--- src/rtl/div_issue_ctrl.sv ---
// Purpose: initiator-side issue controller for the iterative radix-4 divider (start/done/busy).
// Latency: request accept -> div_start next cycle; response one cycle after div_done (fast divide-by-zero path: next cycle).
// Backpressure: req_ready only in IDLE; response held stable until resp_ready; flush drops request/result.
// Optional feature macro: DIV_ZERO_FAST_EN (answer divide-by-zero locally without starting the divider).
module div_issue_ctrl #(
  parameter int DIV_WIDTH = 32,
  parameter int TAG_W     = 5,
  parameter int TIMEOUT   = 40
) (
  input  logic                 cpu_clk,
  input  logic                 cpu_rstn,
  input  logic                 req_valid,
  output logic                 req_ready,
  input  logic                 req_signed,
  input  logic [DIV_WIDTH-1:0] req_dividend,
  input  logic [DIV_WIDTH-1:0] req_divisor,
  input  logic [TAG_W-1:0]     req_tag,
  input  logic                 flush,
  output logic                 resp_valid,
  input  logic                 resp_ready,
  output logic [DIV_WIDTH-1:0] resp_quotient,
  output logic [DIV_WIDTH-1:0] resp_remainder,
  output logic [TAG_W-1:0]     resp_tag,
  output logic                 div_start,
  output logic                 div_signed,
  output logic [DIV_WIDTH-1:0] div_dividend,
  output logic [DIV_WIDTH-1:0] div_divisor,
  input  logic                 div_busy,
  input  logic                 div_done,
  input  logic [DIV_WIDTH-1:0] div_quotient,
  input  logic [DIV_WIDTH-1:0] div_remainder,
  output logic                 err_timeout
);

  typedef enum logic [2:0] {IDLE, LAUNCH, WAIT, DRAIN, RESP} state_t;

  localparam int CNT_W = $clog2(TIMEOUT + 1);
  localparam logic [CNT_W-1:0] CNT_LAST = CNT_W'(TIMEOUT - 1);

  state_t                 state_q, state_d;
  logic                   signed_q, signed_d;
  logic [DIV_WIDTH-1:0]   dividend_q, dividend_d;
  logic [DIV_WIDTH-1:0]   divisor_q, divisor_d;
  logic [TAG_W-1:0]       tag_q, tag_d;
  logic [DIV_WIDTH-1:0]   quot_q, quot_d;
  logic [DIV_WIDTH-1:0]   rem_q, rem_d;
  logic [CNT_W-1:0]       cnt_q, cnt_d;
  logic                   err_q, err_d;

  // div_done is the only completion event we act on; the busy flag carries no extra information here.
  logic unused_div_busy;
  assign unused_div_busy = div_busy;

  // State register and held operands/results; reset clears everything including the sticky error.
  always_ff @(posedge cpu_clk or negedge cpu_rstn) begin
    if (!cpu_rstn) begin
      state_q    <= IDLE;
      signed_q   <= 1'b0;
      dividend_q <= '0;
      divisor_q  <= '0;
      tag_q      <= '0;
      quot_q     <= '0;
      rem_q      <= '0;
      cnt_q      <= '0;
      err_q      <= 1'b0;
    end else begin
      state_q    <= state_d;
      signed_q   <= signed_d;
      dividend_q <= dividend_d;
      divisor_q  <= divisor_d;
      tag_q      <= tag_d;
      quot_q     <= quot_d;
      rem_q      <= rem_d;
      cnt_q      <= cnt_d;
      err_q      <= err_d;
    end
  end

  // Next-state logic: accept, launch, wait/drain with watchdog, and hold the response.
  always_comb begin
    state_d    = state_q;
    signed_d   = signed_q;
    dividend_d = dividend_q;
    divisor_d  = divisor_q;
    tag_d      = tag_q;
    quot_d     = quot_q;
    rem_d      = rem_q;
    cnt_d      = cnt_q;
    err_d      = err_q;
    case (state_q)
      IDLE: begin
        if (req_valid && !flush) begin
          signed_d   = req_signed;
          dividend_d = req_dividend;
          divisor_d  = req_divisor;
          tag_d      = req_tag;
`ifdef DIV_ZERO_FAST_EN
          // Divide-by-zero has a fixed answer, so the divider is never started for it.
          if (req_divisor == '0) begin
            quot_d  = '1;
            rem_d   = req_dividend;
            state_d = RESP;
          end else begin
            state_d = LAUNCH;
          end
`else
          state_d = LAUNCH;
`endif
        end
      end
      LAUNCH: begin
        // The divider cannot be aborted, so a flush here still launches and then drains.
        cnt_d   = '0;
        state_d = flush ? DRAIN : WAIT;
      end
      WAIT: begin
        if (div_done) begin
          if (flush) begin
            state_d = IDLE;
          end else begin
            quot_d  = div_quotient;
            rem_d   = div_remainder;
            state_d = RESP;
          end
        end else if (flush) begin
          cnt_d   = '0;
          state_d = DRAIN;
        end else if (cnt_q == CNT_LAST) begin
          err_d   = 1'b1;
          state_d = IDLE;
        end else begin
          cnt_d = cnt_q + 1'b1;
        end
      end
      DRAIN: begin
        if (div_done) begin
          state_d = IDLE;
        end else if (cnt_q == CNT_LAST) begin
          err_d   = 1'b1;
          state_d = IDLE;
        end else begin
          cnt_d = cnt_q + 1'b1;
        end
      end
      RESP: begin
        // One bubble after the handshake: IDLE is the only state that accepts.
        if (flush || resp_ready) begin
          state_d = IDLE;
        end
      end
      default: state_d = IDLE;
    endcase
  end

  assign req_ready      = (state_q == IDLE);
  assign div_start      = (state_q == LAUNCH);
  assign resp_valid     = (state_q == RESP);
  assign resp_quotient  = quot_q;
  assign resp_remainder = rem_q;
  assign resp_tag       = tag_q;
  assign div_signed     = signed_q;
  assign div_dividend   = dividend_q;
  assign div_divisor    = divisor_q;
  assign err_timeout    = err_q;

endmodule

--- config.mk ---
export PLATFORM = sky130hd
export DESIGN_NAME = div_issue_ctrl
export DESIGN_NICKNAME = d
export VERILOG_FILES = /design/src/rtl/div_issue_ctrl.sv
export SDC_FILE = /design/constraint.sdc
export NUM_CORES = 1
export LEC_CHECK = 0
export ABC_CLOCK_PERIOD_IN_PS = 2300
export CAP_MARGIN = 5
export CORE_ASPECT_RATIO = 0.5
export CORE_MARGIN = 2
export CORE_UTILIZATION = 40
export DETAILED_ROUTE_END_ITERATION = 7
export PLACE_DENSITY = 0.83
export SLEW_MARGIN = 20
export SYNTH_ARGS = -nofsm -noshare
export SYNTH_HDL_FRONTEND = slang
export SYNTH_SLANG_ARGS = --single-unit
--- constraint.sdc ---
create_clock -name cpu_clk -period 2.3 [get_ports cpu_clk]
set_input_delay 0.23 -clock cpu_clk [delete_from_list [all_inputs] [get_ports cpu_clk]]
set_output_delay 0.23 -clock cpu_clk [all_outputs]
set_load 0.1 [all_outputs]
# Yosys cells after proc, flatten, opt, wreduce, memory -nomap -nowiden
# Cells that the tools add are included.
dict set report op_classes {
  add_sub_neg 1
  eq_ne 10
  mux 19
  bitwise 1
  reduce_logical 11
}
# op n
set op_table {}
lappend op_table {{two-way mux 6 bit} 4}
lappend op_table {{two-way mux 3 bit} 7}
lappend op_table {{case mux 6 bit (3 select lines)} 1}
lappend op_table {{case mux 3 bit (5 select lines)} 1}
lappend op_table {{adder 6 x 1 -> 6 bit, second input constant} 1}
lappend op_table {{equality test 3 x 2 -> 1 bit, second input constant} 2}
lappend op_table {{equality test 6 bit, second input constant} 1}
lappend op_table {{inequality test 2 bit, second input constant} 3}
lappend op_table {{AND reduction 3 bit} 2}
lappend op_table {{two-way mux 1 bit} 5}
lappend op_table {{inequality test 2 x 1 -> 1 bit, second input constant} 2}
lappend op_table {{AND reduction 2 bit} 2}
lappend op_table {{AND reduction 4 bit} 1}
lappend op_table {{equality test 3 x 1 -> 1 bit, second input constant} 1}
lappend op_table {{equality test 3 bit, second input constant} 1}
lappend op_table {{logical NOT 3 bit} 1}
lappend op_table {{nonzero test 3 bit} 1}
lappend op_table {{case mux 1 bit (2 select lines)} 1}
lappend op_table {{nonzero test 2 bit} 1}
lappend op_table {{logical AND 1 bit} 1}
lappend op_table {{logical NOT 1 bit} 1}
lappend op_table {{logical OR 1 bit} 1}
lappend op_table {{NOT 1 bit} 1}
dict set report totals {
  reg_bits 144
  output_inout_bits 138
  word_cells 51
}

# Longest topological paths before layout
dict set report depth {
  ltp_word 5
  ltp_mapped 6
  ltp_nobuf 5
}

# Worst setup path before layout
# No wires, ideal clock.
dict set report synth_timing {
  path_kind {register -> output}
  from {reg state_q[0]}
  to {out req_ready}
  t_arrival_ns 2.559
  t_required_ns 2.070
  slack_ns -0.489
  stages_incl_launch_ff 3
  path_buffers 1
  path_cell_list {dfrtp_1 -> buf_4 -> nor3_1}
}
dict set report synth_via {
  elab_chain_cells 1
}
# element line
set synth_rtl {}
lappend synth_rtl {{start, declared} 40} ;# state_t state_q, state_d;
lappend synth_rtl {{start signal, assigned} 67} ;# state_q <= state_d;
lappend synth_rtl {{logical NOT 3 bit} 155} ;# assign req_ready = (state_q == IDLE);
lappend synth_rtl {{end, declared} 13} ;# output logic req_ready,
# Every way passes these cells.

# Worst setup path in the final report
dict set report layout_timing {
  from {reg state_q[1]}
  to {out resp_valid}
}
dict set report layout_via {
  elab_chain_cells 1
}
# element line
set layout_rtl {}
lappend layout_rtl {{equality test 3 bit} 157} ;# assign resp_valid = (state_q == RESP);
lappend layout_rtl {{end, declared} 19} ;# output logic resp_valid,
# Every way passes these cells.

==> flow_summary.toml <==
[logic_synthesis]
netlist_instances = 354
synth_fp_nets = 496
synth-edff-count = 0
synth.avg_cell_area_um2 = 15.7
ys_top_cells_by_area = "dfrtp_1 65%, mux2_2 27%, buf_2 0.90%"
post_synth_num_cell_types = 36
synth_top_flop_cell = "dfrtp_1"
netlist_area_mm2 = 0.00557
ys_seq_area_share_pct = 64.7
synth_commonest_cells = "144 x dfrtp_1, 134 x mux2_2, 10 x buf_2"
yosys_register_bits = 144
netlist.top_cell.by_area = "dfrtp_1"
yosys_warnings = 0
ys_async_rst_share_pct = 100
yosysMostFrequentCell = "dfrtp_1"
netlist.area_leader.share_pct = 64.7

[outcome]
status = "finished clean"

[worst_hold_path]
holdCritPathClass = "in2async"

[grt]
grt_util_all_layers_pct = 20.4
grt_antenna_before_repair = 0
grt_first_pass_wirelength_um = 23000
first_global_vias = 4257
grt_start_max_net_pins = 66
overflow = 0

[place]
detailed_place_hpwl_um = 11300
portBuffers = 277
place_congestion = 0.781

[drt]
initialDrtViolationCount = 161
vias = 3992
drt-vias-per-instance = 4.72
drt_pass1_iterations = 4
drc = 0
drt.antenna.violating_nets = 0
routed_wl_um = 15100
wl_per_cell_um = 17.9

[setup_path]
timing.critical_path.to_type = "primary output"
worstSetupPathType = "reg2out"
timing.critical_path.cells = "nor2_2 > and2_1 > buf_12"
reg2reg_slack_ns = 0.47
rr_worst_depth = 3
slowest_delay_ns = 0.48
crit_arrival_ns = 1.61
largest_fanout_on_the_critical_path = 8
crit_slowest_cell = "dfrtp_1"
cp-start-kind = "flop"
r2r-start = "state_q[2]"
worst_ep_required_time_ns = 2.07
ff_to_ff_end = "resp_remainder[22]"

[sta]
hold_viol = 0
slew_headroom_pct = 64.1
grt_setup_unrepaired = "false"
max_transition_viols_final = 0
period_share_pct = 79.9
finalCriticalPeriod_ns = 1.84
fmax_mhz = 544
totalNegativeSetupSlack_ns = 0
setup_viol = 0
final.setup_skew_ns = 0.00943
worst_pin_slew_ns = 0.533

[clock_network]
ctsHtreeMaxLevel = 4
clock_insertion_delay_worst_skew_ns = 0.40
cts_tree = "done"
clk_path_buf_depth = 2
cts_root_buffer = "clkbuf_16"
post_cts.repair.setup_buffers = 0
cts.reportedPaths.clkPinSlew_ns = 0.06
cts_buffers = 17
cts.sink_count = 144

[layout]
final_net_count = 783
areaGrowthSynthToFinish_pct = 61.0
diodes = 0
fill_cells = 1052
final_layout_size_suffix_gt1_share_pct = 49.1

[floorplan]
die_area_mm2 = 0.0149
die_w_um = 171
design.core.area_mm2 = 0.0136
chipHeight_um = 87.5
initial_util_pct = 41.0
io_pins = 279
core.rowCount = 30

[flow_run]
drv_cap = 0
-- routing by layer --
layer / part of all wire, % / wire length (um) / GRT usage (%) / up-vias
met1: 38 / 5760 / 23.5 / 2080
met4: 1.5 / 230 / 6.09 / 0
met3: 2.3 / 343 / 4.18 / 16
li1: - / - / - / 1828
met5: 0 / 0 / 0 / -
met2: 58 / 8800 / 38.8 / 68
-- how the worst max path moves through the flow --
stage	startpoint	endpoint	slack, ns	cells past startpoint
after global placement	div_done	resp_quotient[31]	0.29	5
final	state_q[1]	resp_valid	0.46	3
after detailed placement	div_done	resp_quotient[31]	0.26	5
after floorplan	state_q[1]	req_ready	0.36	2
after global routing	state_q[2]	div_start	0.35	3
after CTS	state_q[1]	resp_valid	0.45	3
-- cell families after synthesis --
group           share of synthesized area, %
xor+xnor                               0.157
flops                                   64.7
mux                                     27.3
buf+inv                                 2.25
simple gates                            3.17
fa+ha+maj                              0.225
compound gates                          2.27
-- placed cells by master (no fill, tap or decap), types with 2 or more instances in the layout --
cell type and count:
o21ai_0 6, mux2_2 134, bufinv_16 6, clkinv_2 3
dfrtp_1 144, inv_1 3, nand3_1 3, clkbuf_16 17
clkdlybuf4s50_1 138, clkinv_4 3, nand2_1 2, a21oi_1 7
a21o_1 2, nor3b_1 2, nor2_1 8, buf_4 141
and2_1 2, buf_12 6
-- stage by stage --
stage | util, % | cells | worst slack, ns | hold WS (ns) | instance area [um2]
4_1_cts | 66.0 | 846 | 0.445 | 0.321 | 8970
6_report | 66.0 | 846 | 0.462 | 0.348 | 8970
5_1_grt | 66.0 | 846 | 0.354 | 0.384 | 8970
3_3_place_gp | 61.0 | 813 | 0.289 | 0.186 | 8290
2_1_floorplan | - | 354 | 0.363 | -0.0656 | 5580
3_5_place_dp | 61.0 | 813 | 0.260 | 0.190 | 8290
-- registers in the layout, indices dropped and copies added, names as in the netlist --
name / count
resp_quotient: 32
resp_remainder: 32
div_dividend: 32
cnt_q: 6
state_q: 3
err_timeout: 1
resp_tag: 5
div_signed: 1
div_divisor: 32
-- critical path, delay by kind of cell (launching register included) --
family | cells | cell delay (ns)
simple gates | 2 | 0.53
flops | 1 | 0.48
buf+inv | 1 | 0.19
-- final cells by class --
| type | count | area (um2) | share of cell area [%] |
|---|---|---|---|
| Sequential cell | 144 | 3600 | 40.2 |
| Clock buffer | 18 | 429 | 4.78 |
| Multi-Input combinational cell | 188 | 1870 | 20.8 |
| Tap cell | 192 | 240 | 2.68 |
| Clock inverter | 14 | 238 | 2.65 |
| Inverter | 3 | 11.3 | 0.126 |
| Timing Repair Buffer | 287 | 2580 | 28.8 |
-- repair_timing --
action,CTS,global route
resized for setup,0,0
endpoints found under the hold margin,42,0
hold buffers,1,0
Power is not shown: default switching activity piles up to over one toggle a cycle in this logic, so the estimate is an artifact.
==> RTL change 1 (config.mk and constraints unchanged) <==
Encoding of `state_t`: now one-hot (5 bits for 5 states).
--- a/src/rtl/div_issue_ctrl.sv
+++ b/src/rtl/div_issue_ctrl.sv
@@ -32,7 +32,7 @@
   output logic                 err_timeout
 );
 
-  typedef enum logic [2:0] {IDLE, LAUNCH, WAIT, DRAIN, RESP} state_t;
+  typedef enum logic [4:0] {IDLE = 5'b00001, LAUNCH = 5'b00010, WAIT = 5'b00100, DRAIN = 5'b01000, RESP = 5'b10000} state_t;
 
   localparam int CNT_W = $clog2(TIMEOUT + 1);
   localparam logic [CNT_W-1:0] CNT_LAST = CNT_W'(TIMEOUT - 1);
Behaviour: no difference found for any inputs over 4 cycles, from zero or initial values and one cycle with cpu_rstn low; so few cycles prove little.
==> RTL change 1 against the unedited design <==
  * Worst setup slack worse by 0.091 ns
  * Area after synthesis up 7.1%
  * Sequential cell count up 2
  * Wire length down 2.1%
  * Worst hold slack worse by 0.024 ns
  * Final cell count up 1.7%
  * Design area up 2.8%
  * Critical path type unchanged
Power is left out: the tool's default activity adds up to more than one toggle a clock period on the data nets, which glitch-free logic cannot reach.
==> RTL change 1: results <==
[synth]
syn_inst = 363
ys_seq_area_share_pct = 61.3
yosys-top-cells-area = "dfrtp_1 61%, mux2_1 13%, mux2_4 12%"
yosys.area_share.adder_pct = 0.210
yosysUniqueCellTypes = 41
synth-compound-area-share_pct = 2.56
synthesis.nets = 505

[timing]
whs_ns = 0.324

[placed_design]
dpl-instance-area_um2 = 8600
dp_hpwl_um = 11200
dp_slack_ns = 0.252
place.gp.congestion = 0.795
dp.cells = 827

[worst_setup_path]
cp_data_arrival_time_ns = 1.70
crit_end = "div_start"
critPathMaxFanout = 7
cp_top_family = "flip-flops"
crit_start = "state_q[3]"
reg2reg_to = "resp_quotient[31]"
r2r_slack_ns = 0.51

[routing]
vias_per_cell = 4.77
wl_um = 14800

[run_status]
outcome = "completed"

[finish]
fin_nets = 791
drive_above_1_share_pct = 38.1

[grt]
grt_max_degree = 54
grtUsageTotal_pct = 18.8
grt_pass1_vias = 4326
## RTL change 1: changes by cell type in the layout (fill, tap and decap cells not counted), moves of 3 or more
cell / unedited run / this run
nand2_1: 2 / 8
mux2_2: 134 / 17
buf_4: 141 / 138
clkbuf_8: 0 / 3
a21oi_1: 7 / 2
mux2_1: 0 / 69
bufinv_16: 6 / 2
nor2b_1: 0 / 4
nor2_1: 8 / 4
mux2_4: 0 / 49
## RTL change 1: final cells by class
cell class | count | area, µm²
fill | 1125 | 5280
sequential | 146 | 3650
timing repair buffer | 284 | 2560
multi-input combinational | 197 | 2140
clock buffer | 20 | 467
tap | 198 | 248
clock inverter | 12 | 145
inverter | 3 | 11.3
## RTL change 1: metal layers
layer  GRT usage (%)  vias up  part of all wire (%)
met2            35.1      114                    55
met4            5.44        0                   1.2
met1            21.8     2111                    39
met5               0        -                     0
met3            3.79       16                   4.2
li1                -     1863                     -
==> RTL change 2 (same settings) <==
Without the edit above. The option `DIV_ZERO_FAST_EN` is turned on by a define.
--- a/src/rtl/div_issue_ctrl.sv
+++ b/src/rtl/div_issue_ctrl.sv
@@ -2,6 +2,8 @@
 // Latency: request accept -> div_start next cycle; response one cycle after div_done (fast divide-by-zero path: next cycle).
 // Backpressure: req_ready only in IDLE; response held stable until resp_ready; flush drops request/result.
 // Optional feature macro: DIV_ZERO_FAST_EN (answer divide-by-zero locally without starting the divider).
+`define DIV_ZERO_FAST_EN
+
 module div_issue_ctrl #(
   parameter int DIV_WIDTH = 32,
   parameter int TAG_W     = 5,
Function: changed (a bounded check fails within 4 cycles, from zero or initial values and one cycle with cpu_rstn low).
==> RTL change 2 against the unedited design <==
  * Wire length increased by 18%
  * Count of clock-buffer cells in the layout rose by 3
  * Clock skew up 0.0016 ns
  * Global-route usage is 2.1 points higher
  * Worst setup slack lost 0.32 ns
  * Design area is 4.9% higher
  * Sequential cell count unchanged
  * Area after synthesis up 6.8%
  * Critical path depth grew 5
Power is not shown: default switching activity piles up to over one toggle a cycle in this logic, so the estimate is an artifact.
==> RTL change 2: results <==
[grt]
grt_pass1_wl_um = 28000
grt_pass1_vias = 5291
grt_max_degree = 71
antenna_found_initial = 0
grtUsageTotal_pct = 22.5

[timing]
skew_ns = 0.0110
slew_headroom_pct = 54.0

[clock_network]
clk_pin_slew_ns = 0.06
htreeDepth = 4
cts_buffer_depth = 2
clock_latency_ns = 0.40
cts_root_buf = "clkbuf_16"
cts_buffers = 17

[synth]
async_reset_ff_share_pct = 100
synthTopCellsByCount = "214 x nand2_1, 144 x dfrtp_1, 47 x mux2_2"
yosys-top-cells-area = "dfrtp_1 61%, nand2_1 13%, mux2_2 8.9%"
synthesis.nets = 687
syn_inst = 545
synthFlopType = "dfrtp_1"
yosysUniqueCellTypes = 39
ys_seq_area_share_pct = 60.5
ys_warn_count = 0

[worst_setup_path]
r2r_start = "state_q[1]"
reg2reg_depth = 6
r2r_slack_ns = 0.35
cp_slowest_cell = "clkdlybuf4s50_1"
critPathMaxFanout = 24
cp_data_arrival_time_ns = 2.44
cp_top_family = "buffers and inverters"
cpPeakStageDelay_ns = 0.43
reg2reg_to = "resp_remainder[13]"

[routing]
drtPass1Iterations = 4
wirelength_met1_um = 7360
dr_wl_met3_um = 675
top_layer = "met4"
wl_met2_um = 9360
vias_per_cell = 4.88
vias = 5107
drt_iter0_drc = 246
wl_per_cell_um = 17.1

[run_status]
outcome = "completed"

[finish]
drive_above_1_share_pct = 29.2
fin_nets = 978
antenna_cells = 0

[worst_hold_path]
hold_class = "input port to async pin"

[placed_design]
numPortBuffers = 277
dp_hpwl_um = 12900
place.gp.congestion = 0.839
## RTL change 2: kinds of logic after synthesis
logic type,Yosys count,share of synthesized area (%)
compound gates,50,6.79
flops,144,60.5
mux,66,12.4
fa+ha+maj,1,0.210
simple gates,250,17.0
buf+inv,34,2.98
## RTL change 2: layer usage
| layer | vias up | track usage (%) |
|---|---|---|
| met2 | 129 | 40.2 |
| met3 | 30 | 4.12 |
| li1 | 2422 | - |
| met4 | 0 | 7.58 |
| met5 | - | 0 |
| met1 | 2526 | 27.5 |
## RTL change 2: worst register-to-register path, cell delays in order, from the launching register on
cell and delay [ns]:
dfrtp_1 0.53, mux2i_1 0.13, nor4_1 0.19, buf_4 0.16, a21boi_4 0.24, buf_12 0.22
mux2_2 0.37
## RTL change 2: area by class of cell
type                            instances  area [µm²]
Tap cell                              198         248
Inverter                                4        15.0
Multi-Input combinational cell        367        2210
Sequential cell                       144        3600
Timing Repair Buffer                  302        2690
Clock buffer                           21         480
Clock inverter                         10         156
Fill cell                            1141        5100
## RTL change 2: timing repair
action                                  in CTS  in global routing
hold buffers                                 1                  0
gates resized for setup                      0                  1
hold endpoints to repair                    35                  0
buffers inserted                             0                  0
endpoints found under the setup margin       0                 24
## RTL change 2: how the worst max path moves through the flow
stage	slack, ns	end	from	depth (start not counted)
finish	0.14	resp_remainder[13]	req_divisor[6]	8
detailed placement	-0.34	resp_remainder[13]	req_divisor[13]	8
global route	0.05	resp_remainder[13]	req_divisor[6]	8
global placement	-0.32	resp_remainder[7]	req_divisor[6]	8
CTS	0.1	resp_remainder[13]	req_divisor[6]	8
floorplan	0.04	state_q[0]	state_q[0]	3
## RTL change 2: metrics by stage
step / hold slack (ns) / worst slack [ns] / cell area (µm²) / util [%]
after floorplan: -0.0656 / 0.0425 / 5970 / -
after global placement: 0.158 / -0.323 / 8750 / 60.3
after detailed placement: 0.159 / -0.339 / 8750 / 60.3
after CTS: 0.304 / 0.0967 / 9400 / 64.8
after global routing: 0.321 / 0.0521 / 9410 / 64.8
final: 0.290 / 0.137 / 9410 / 64.8
